File: src/rtl/pong_game_ctrl.sv
// rtl/pong_game_ctrl.sv - pong game sequencing: serve, scoring, lives and game-over hold
module pong_game_ctrl #(
    parameter int BALLS       = 3,
    parameter int SERVE_TICKS = 120
) (
    input  logic       clk,
    input  logic       reset,
    input  logic       frame_tick,
    input  logic [1:0] btn1,
    input  logic [1:0] btn2,
    input  logic       hit_left,
    input  logic       hit_right,
    input  logic       miss,
    output logic       graph_still,
    output logic [1:0] game_state,
    output logic [7:0] score_left,
    output logic [7:0] score_right,
    output logic [1:0] balls_left,
    output logic       game_over
);

    localparam logic [1:0] NEWGAME = 2'd0;
    localparam logic [1:0] PLAY    = 2'd1;
    localparam logic [1:0] NEWBALL = 2'd2;
    localparam logic [1:0] OVER    = 2'd3;

    localparam logic [1:0] BALLS_INIT = BALLS[1:0];
    localparam logic [7:0] SERVE_INIT = SERVE_TICKS[7:0];

    logic [1:0] state;
    logic [1:0] state_next;
    logic [7:0] timer;
    logic       hit_left_q;
    logic       hit_right_q;
    logic       any_btn;
    logic       timer_zero;
    logic       hit_left_rise;
    logic       hit_right_rise;
    logic       play_miss;

    assign any_btn        = |(btn1 | btn2);
    assign timer_zero     = (timer == 8'd0);
    assign hit_left_rise  = hit_left & ~hit_left_q;
    assign hit_right_rise = hit_right & ~hit_right_q;
    assign play_miss      = (state == PLAY) && miss;
    assign game_state     = state;

    // Two-digit BCD increment that sticks at 99.
    function automatic logic [7:0] bcd_inc(input logic [7:0] v);
        logic [7:0] r;
        if (v == 8'h99) begin
            r = v;
        end else if (v[3:0] == 4'd9) begin
            r = {v[7:4] + 4'd1, 4'd0};
        end else begin
            r = {v[7:4], v[3:0] + 4'd1};
        end
        return r;
    endfunction

    always_comb begin
        state_next = state;
        case (state)
            NEWGAME: if (any_btn) state_next = PLAY;
            PLAY: begin
                if (miss) state_next = (balls_left == 2'd1) ? OVER : NEWBALL;
            end
            NEWBALL: if (timer_zero && !any_btn) state_next = PLAY;
            OVER: if (timer_zero) state_next = NEWGAME;
            default: state_next = NEWGAME;
        endcase
    end

    always_ff @(posedge clk or posedge reset) begin
        if (reset) begin
            state       <= NEWGAME;
            graph_still <= 1'b1;
            game_over   <= 1'b0;
        end else begin
            state       <= state_next;
            graph_still <= (state_next != PLAY);
            game_over   <= play_miss && (balls_left == 2'd1);
        end
    end

    // Reload on a miss wins over the frame-tick countdown.
    always_ff @(posedge clk or posedge reset) begin
        if (reset) begin
            timer <= 8'd0;
        end else if (play_miss) begin
            timer <= SERVE_INIT;
        end else if (frame_tick && !timer_zero) begin
            timer <= timer - 8'd1;
        end
    end

    // Edge registers follow the hit inputs in every state so a paddle
    // already overlapping at serve does not score a phantom hit.
    always_ff @(posedge clk or posedge reset) begin
        if (reset) begin
            hit_left_q  <= 1'b0;
            hit_right_q <= 1'b0;
        end else begin
            hit_left_q  <= hit_left;
            hit_right_q <= hit_right;
        end
    end

    always_ff @(posedge clk or posedge reset) begin
        if (reset) begin
            score_left  <= 8'h00;
            score_right <= 8'h00;
            balls_left  <= BALLS_INIT;
        end else begin
            case (state)
                NEWGAME: begin
                    score_left  <= 8'h00;
                    score_right <= 8'h00;
                    balls_left  <= BALLS_INIT;
                end
                PLAY: begin
                    if (miss) begin
                        balls_left <= balls_left - 2'd1;
                    end else begin
                        if (hit_left_rise)  score_left  <= bcd_inc(score_left);
                        if (hit_right_rise) score_right <= bcd_inc(score_right);
                    end
                end
                OVER: begin
                    if (timer_zero) begin
                        score_left  <= 8'h00;
                        score_right <= 8'h00;
                        balls_left  <= BALLS_INIT;
                    end
                end
                default: begin
                end
            endcase
        end
    end

endmodule

File: config.mk
export PLATFORM = sky130hd
export DESIGN_NAME = pong_game_ctrl
export DESIGN_NICKNAME = d
export VERILOG_FILES = /design/src/rtl/pong_game_ctrl.sv
export SDC_FILE = /design/constraint.sdc
export NUM_CORES = 1
export LEC_CHECK = 0
export BUFFER_PORTS_ARGS = -buffer_cell sky130_fd_sc_hd__buf_2
export CAP_MARGIN = 5
export CELL_PAD_IN_SITES_DETAIL_PLACEMENT = 1
export CELL_PAD_IN_SITES_GLOBAL_PLACEMENT = 1
export CORE_MARGIN = 2
export CORE_UTILIZATION = 40
export CTS_CLUSTER_DIAMETER = 60
export DETAILED_ROUTE_END_ITERATION = 16
export PLACE_DENSITY_LB_ADDON = 0.05
export SLEW_MARGIN = 25
export SYNTH_ARGS = -nofsm -noshare
export SYNTH_HDL_FRONTEND = slang
export SYNTH_SLANG_ARGS = --single-unit
File: constraint.sdc
create_clock -name clk -period 2.6 [get_ports clk]
set_input_delay 0 -clock clk [delete_from_list [all_inputs] [get_ports clk]]
set_output_delay 0 -clock clk [all_outputs]
set_load 0.02 [all_outputs]
==> metrics.cfg, run 1 <==
[cts]
insertion_delay_ns=0.28
cts_hold_buf=3
cts.clk_slew.worst_paths_ns=0.07
cts_buffers=5
root_buffer=clkbuf_8
cts_tree=yes
cts_resized=0
cts_num_sinks=32
htree_num_levels=2
clk_path_buf_depth=2
post-cts-setup-buffers=0

[setup_path]
crit_chain=inv_1 -> ha_1 -> or4b_4 -> o31a_1 -> a211oi_4 -> mux2_4
cp.buffers_inverters=1
cp.required_ns=2.77
critPathSlowestCell=or4b_4
path_max_fanout=9
crit_family=compound AO/OA/AOI/OAI gates
max_stage_delay_ns=0.52
crit_path_start_kind=flop
critPathKind=flop to flop
crit_arrival_ns=2.53
critPathCaptureType=flop

[logic_synthesis]
synth_seq_cells=32
synth_edf_count=0
yosysSeqAreaShare_pct=43.15
synthTopCellsByArea=dfrtp_1, ha_1, dfstp_2, nand2_1, a31oi_1
ys_types=48
yosysMostFrequentCell=dfrtp_1
syn_area_per_cell_sq_um=9.761
post-synth-top-area-cell=dfrtp_1
async_flop_share_pct=100.0
yosys_warnings=0
synth_area_sq_um=1864
synth_ff_type=dfrtp_1
synthesis.nets=212
synth_top_cells_by_count=dfrtp_1, nand2_1, inv_1, nor2_1, ha_1
synth_top_area_share_pct=38.93
syn_inst=191

[sta]
setup_violations=0
max_freq_mhz=424.7
finalHoldViolations=0
layout_min_cycle_time_ns=2.354
period_share_pct=90.56
final-max-slew-violation-count=0
fin_hold_ws_ns=0.05654
skew_ns=0.004616
worst_pin_slew_ns=0.6472
slew_headroom_pct=56.26
tns_ns=0
rsz0062_at_grt=false

[power]
p_seq_share_pct=43.8
p_switching_mw=0.7354
p_leak_nw=0.9825
ir_drop_mv=0.3792
p_per_area_nw_per_um2=842.4
switching_share_pct=40.07
power.total_mw=1.835
intPower_mw=1.100
power.share.combinational_pct=34.6
clkPwrFrac_pct=21.6

[floorplan]
num_rows=24
initial_core_util_pct=42.23
die_w_um=72.27
coreArea_sq_um=4414
dieArea_sq_um=5223
ioPinCount=32
die_y_um=72.27

[cells_and_area]
final_net_count=249
drive_above_1_share_pct=22.27
syn_to_final_growth_pct=16.85
multi_input_area_sq_um=958.4
register_area_sq_um=804.5
antenna_cells=0
layoutNonFillerInstCount=281
fillers=522

[placed_design]
io_buffers=31
dp_hpwl_mm=3.579
gp_routability_congestion=0.7850
dp_cells=270

[flow_run]
drv_cap=0

[routing]
avgRoutedWirePerCell_um=17.20
drt-total-wl_mm=4.833
drt_iter0_markers=65
dr_total_vias=1608
ant_nets=0
drt-pass1-iter-count=4
vias_per_cell=5.722
drc=0

[global_route]
grt_pass1_wl_mm=8.155
grt_pass1_vias=1659
grt_util_all_layers_pct=20.28
gr-total-overflow=0
grt_max_degree=33
antenna_found_initial=0

[status]
status=completed

[min_path]
min_path_type=primary input to flop

-- path summary, 6_finish.rpt --
kind	cells after the start	startpoint	endpoint	slack, ns
setup / recovery	6	timer[0]	score_left[1]	0.25
hold / removal	2	frame_tick	timer[1]	0.06
setup reg to reg	6	timer[0]	score_left[1]	0.25
hold reg to reg	2	balls_left[0]	balls_left[0]	0.50
max in group asynchronous	4	reset	graph_still	1.92
min in group asynchronous	4	reset	game_state[1]	0.36
-- power by group through the flow --
| stage | registers, mW | clock network [mW] | logic, mW |
|---|---|---|---|
| after floorplan | 0.854 | 0 | 0.383 |
| after global placement | 0.793 | 0 | 0.614 |
| after detailed placement | 0.810 | 0 | 0.638 |
| after CTS | 0.803 | 0.410 | 0.644 |
| after global routing | 0.830 | 0.435 | 0.706 |
| final | 0.803 | 0.397 | 0.635 |
-- flip-flops by register name, indices dropped and copies added (netlist names) --
signal,count
hit_left_q,1
game_state,2
graph_still,1
hit_right_q,1
game_over,1
score_left,8
timer,8
balls_left,2
score_right,8
-- per-layer routing --
layer / track usage, % / part of all wire (%) / up-vias
li1: - / - / 771
met1: 26.17 / 46 / 801
met2: 34.15 / 50 / 28
met3: 4.583 / 3.4 / 8
met4: 5.660 / 1.3 / 0
met5: 0 / 0 / -
-- metrics by stage --
| stage | utilization (%) | setup WS [ns] | instance area, sq um |
|---|---|---|---|
| finish | 49.35 | 0.2456 | 2178 |
| global placement | 46.63 | 0.3263 | 2058 |
| global route | 49.35 | 0.1465 | 2178 |
| CTS | 49.35 | 0.2376 | 2178 |
| detailed placement | 46.63 | 0.2439 | 2058 |
| floorplan | - | 0.3581 | 1864 |
-- final cells by class --
class / instances / area share, %
Tap cell: 52 / 2.987
Multi-Input combinational cell: 139 / 44.00
Clock buffer: 8 / 4.136
Inverter: 12 / 2.068
Timing Repair Buffer: 38 / 9.879
Sequential cell: 32 / 36.93
-- placed cells by master (no fill, tap or decap), types with 4 or more instances in the layout --
| master | instances |
|---|---|
| a21oi_1 | 5 |
| a31oi_1 | 8 |
| buf_2 | 31 |
| buf_4 | 4 |
| clkbuf_8 | 6 |
| dfrtp_1 | 29 |
| ha_1 | 11 |
| inv_1 | 12 |
| mux2i_1 | 4 |
| nand2_1 | 14 |
| nand3_1 | 7 |
| nand3b_1 | 4 |
| nor2_1 | 12 |
| nor3_1 | 6 |
| nor4_1 | 4 |
| o211ai_1 | 5 |
| o21ai_0 | 10 |
| xor2_1 | 4 |
-- cell families (layout without fill, tap and decap cells) --
family	Yosys count	after routing	synth area share, %
mux	6	6	3.557
fa+ha+maj	11	11	7.382
flops	32	32	43.15
simple gates	72	72	21.61
compound gates	45	45	16.51
xor+xnor	5	5	2.349
buf+inv	20	58	5.436
Note: power is estimated with default switching activity, not from simulation.
==> inputs of run 2 (changes only) <==
CTS_BUF_LIST = sky130_fd_sc_hd__clkbuf_8   (was unset)
TNS_END_PERCENT = 10   (was unset)
==> run 2 against run 1 <==
Die area did not move. Combinational power barely moved. Global-route usage did not move. Critical endpoint unchanged. Clock skew did not move.
==> metrics.cfg, run 2 (synthesized netlist as in run 1, its figures left out) <==
[routing]
drt-pass1-iter-count=4  ; unchanged
dr_total_vias=1606  ; -0.12%
drt-total-wl_mm=4.831  ; about the same
drt_iter0_markers=68  ; +4.6%
drc=0  ; unchanged
ant_nets=0  ; unchanged
avgRoutedWirePerCell_um=17.19  ; about the same
vias_per_cell=5.715  ; -0.12%

[floorplan]
num_rows=24  ; unchanged
initial_core_util_pct=42.23  ; unchanged
dieArea_sq_um=5223  ; unchanged
coreArea_sq_um=4414  ; unchanged
die_y_um=72.27  ; unchanged
ioPinCount=32  ; unchanged
die_w_um=72.27  ; unchanged

[power]
p_per_area_nw_per_um2=839.1  ; -0.40%
ir_drop_mv=0.3691  ; -2.7%
switching_share_pct=40.27  ; +0.19 points
p_leak_nw=0.9908  ; +0.84%
intPower_mw=1.092  ; -0.72%
clkPwrFrac_pct=21.3  ; -0.3 points
p_seq_share_pct=44.0  ; +0.2 points
power.share.combinational_pct=34.7  ; about the same
p_switching_mw=0.7360  ; about the same

[placed_design]
dp_hpwl_mm=3.579  ; unchanged
io_buffers=31  ; unchanged
dpl-instance-area_sq_um=2058  ; unchanged
gp_routability_congestion=0.7850  ; unchanged

[sta]
layout_min_cycle_time_ns=2.356  ; +0.001956 ns
rsz0062_at_grt=false
max_freq_mhz=424.4  ; about the same
period_share_pct=90.63  ; about the same
final-max-slew-violation-count=0  ; unchanged
tns_ns=0  ; unchanged
slew_headroom_pct=56.26  ; about the same
setup_violations=0  ; unchanged
skew_ns=0.004616  ; unchanged
finalHoldViolations=0  ; unchanged
worst_pin_slew_ns=0.6472  ; -0.000003636 ns

[cells_and_area]
multi_input_area_sq_um=958.4  ; unchanged
drive_above_1_share_pct=22.27  ; unchanged
final_net_count=249  ; unchanged
final_common_cell=buf_2
antenna_cells=0  ; unchanged
register_area_sq_um=804.5  ; unchanged
syn_to_final_growth_pct=16.85  ; unchanged
fillers=522  ; unchanged
reg_top3=score_left: 8 flops, score_right: 8 flops, timer: 8 flops
final_area_sq_um=2178  ; unchanged
final_cell_mix=buf_2, dfrtp_1, nand2_1, inv_1, nor2_1

[global_route]
grt_pass1_wl_mm=8.155  ; unchanged
grt_util_all_layers_pct=20.28  ; unchanged
grt_max_degree=33  ; unchanged
gr-total-overflow=0  ; unchanged
grt_pass1_vias=1659  ; unchanged
antenna_found_initial=0  ; unchanged

[cts]
cts.clk_slew.worst_paths_ns=0.07  ; about the same
cts_tree=yes
insertion_delay_ns=0.28  ; about the same
htree_num_levels=2  ; unchanged
cts_buffers=5  ; unchanged
cts_num_sinks=32  ; unchanged
root_buffer=clkbuf_8
clk_path_buf_depth=2  ; unchanged

[status]
status=completed

[setup_path]
max_stage_delay_ns=0.52  ; about the same
timing.critical_path.to=score_left[1]
r2r_slack_ns=0.24  ; about the same
path_depth=6  ; unchanged
crit_family=compound AO/OA/AOI/OAI gates
path_max_fanout=9  ; unchanged
crit_arrival_ns=2.53  ; about the same
r2r_start=timer[0]
critPathSlowestCell=or4b_4
rr_endpoint=score_left[1]
crit_chain=inv_1 -> ha_1 -> or4b_4 -> o31a_1 -> a211oi_4 -> mux2_4
cp.buffers_inverters=1  ; unchanged
critPathCaptureType=flop
crit_path_start_kind=flop
cp.required_ns=2.77  ; about the same
crit_start=timer[0]
reg2regPathDepth=6  ; unchanged
critPathKind=flop to flop

[min_path]
min_path_type=primary input to flop

[flow_run]
drv_cap=0  ; unchanged

[run 2: changes by cell type in the layout (fill, tap and decap cells not counted)]
cell      before  now
inv_1         12   14
clkbuf_1       2    0
[run 2: worst register-to-register path, stage by stage (launching register included)]
cell and delay, ns:
dfrtp_1 0.39, inv_1 0.12, ha_1 0.17, or4b_4 0.52, o31a_1 0.46, a211oi_4 0.27
mux2_4 0.32
[run 2: layer usage]
metal	global-route usage (%)	vias to the layer above	share of wire [%]
li1	-	771	-
met1	26.17	799	46
met2	34.15	28	50
met3	4.583	8	3.4
met4	5.660	0	1.3
met5	0	-	0
[run 2: timing repair]
item                                   in CTS  in global routing
setup endpoints to repair                   0                  0
hold buffers                                3                  0
endpoints found under the hold margin      31                  0
gates resized for setup                     0                  0
buffers inserted                            0                  0
[run 2: per-stage QoR]
| step | utilization [%] | std cells | power, mW | worst slack, ns | hold WS (ns) |
|---|---|---|---|---|---|
| after floorplan | - | 191 | 1.236 | 0.3581 | 0.03143 |
| after global placement | 46.63 | 270 | 1.406 | 0.3263 | 0.1029 |
| after detailed placement | 46.63 | 270 | 1.448 | 0.2439 | 0.1117 |
| after CTS | 49.35 | 281 | 1.848 | 0.2375 | 0.04850 |
| after global routing | 49.35 | 281 | 1.964 | 0.1459 | 0.08536 |
| final | 49.35 | 281 | 1.828 | 0.2436 | 0.05661 |
[run 2: how the worst min path moves through the flow]
stage | from | to | slack, ns | cells after the start
finish | frame_tick | timer[1] | 0.06 | 2
global route | frame_tick | timer[1] | 0.09 | 2
CTS | frame_tick | timer[1] | 0.05 | 2
detailed placement | reset | game_over | 0.11 | 3
global placement | reset | game_over | 0.10 | 3
floorplan | hit_left | hit_left_q | 0.03 | 0
[run 2: cell type report]
type                    instances  share of cell area [%]
well taps                      52                   2.987
clock inverters                 2                  0.3446
clock buffers                   6                   3.791
flip-flops and latches         32                   36.93
multi-input cells             139                   44.00
inverters                      12                   2.068
repair buffers                 38                   9.879
[run 2: power groups by stage]
stage	clock, mW	combinational, mW	sequential, mW
after floorplan	0	0.383	0.854
after detailed placement	0	0.638	0.810
final	0.390	0.635	0.803
after CTS	0.402	0.644	0.803
after global placement	0	0.614	0.793
after global routing	0.428	0.706	0.830
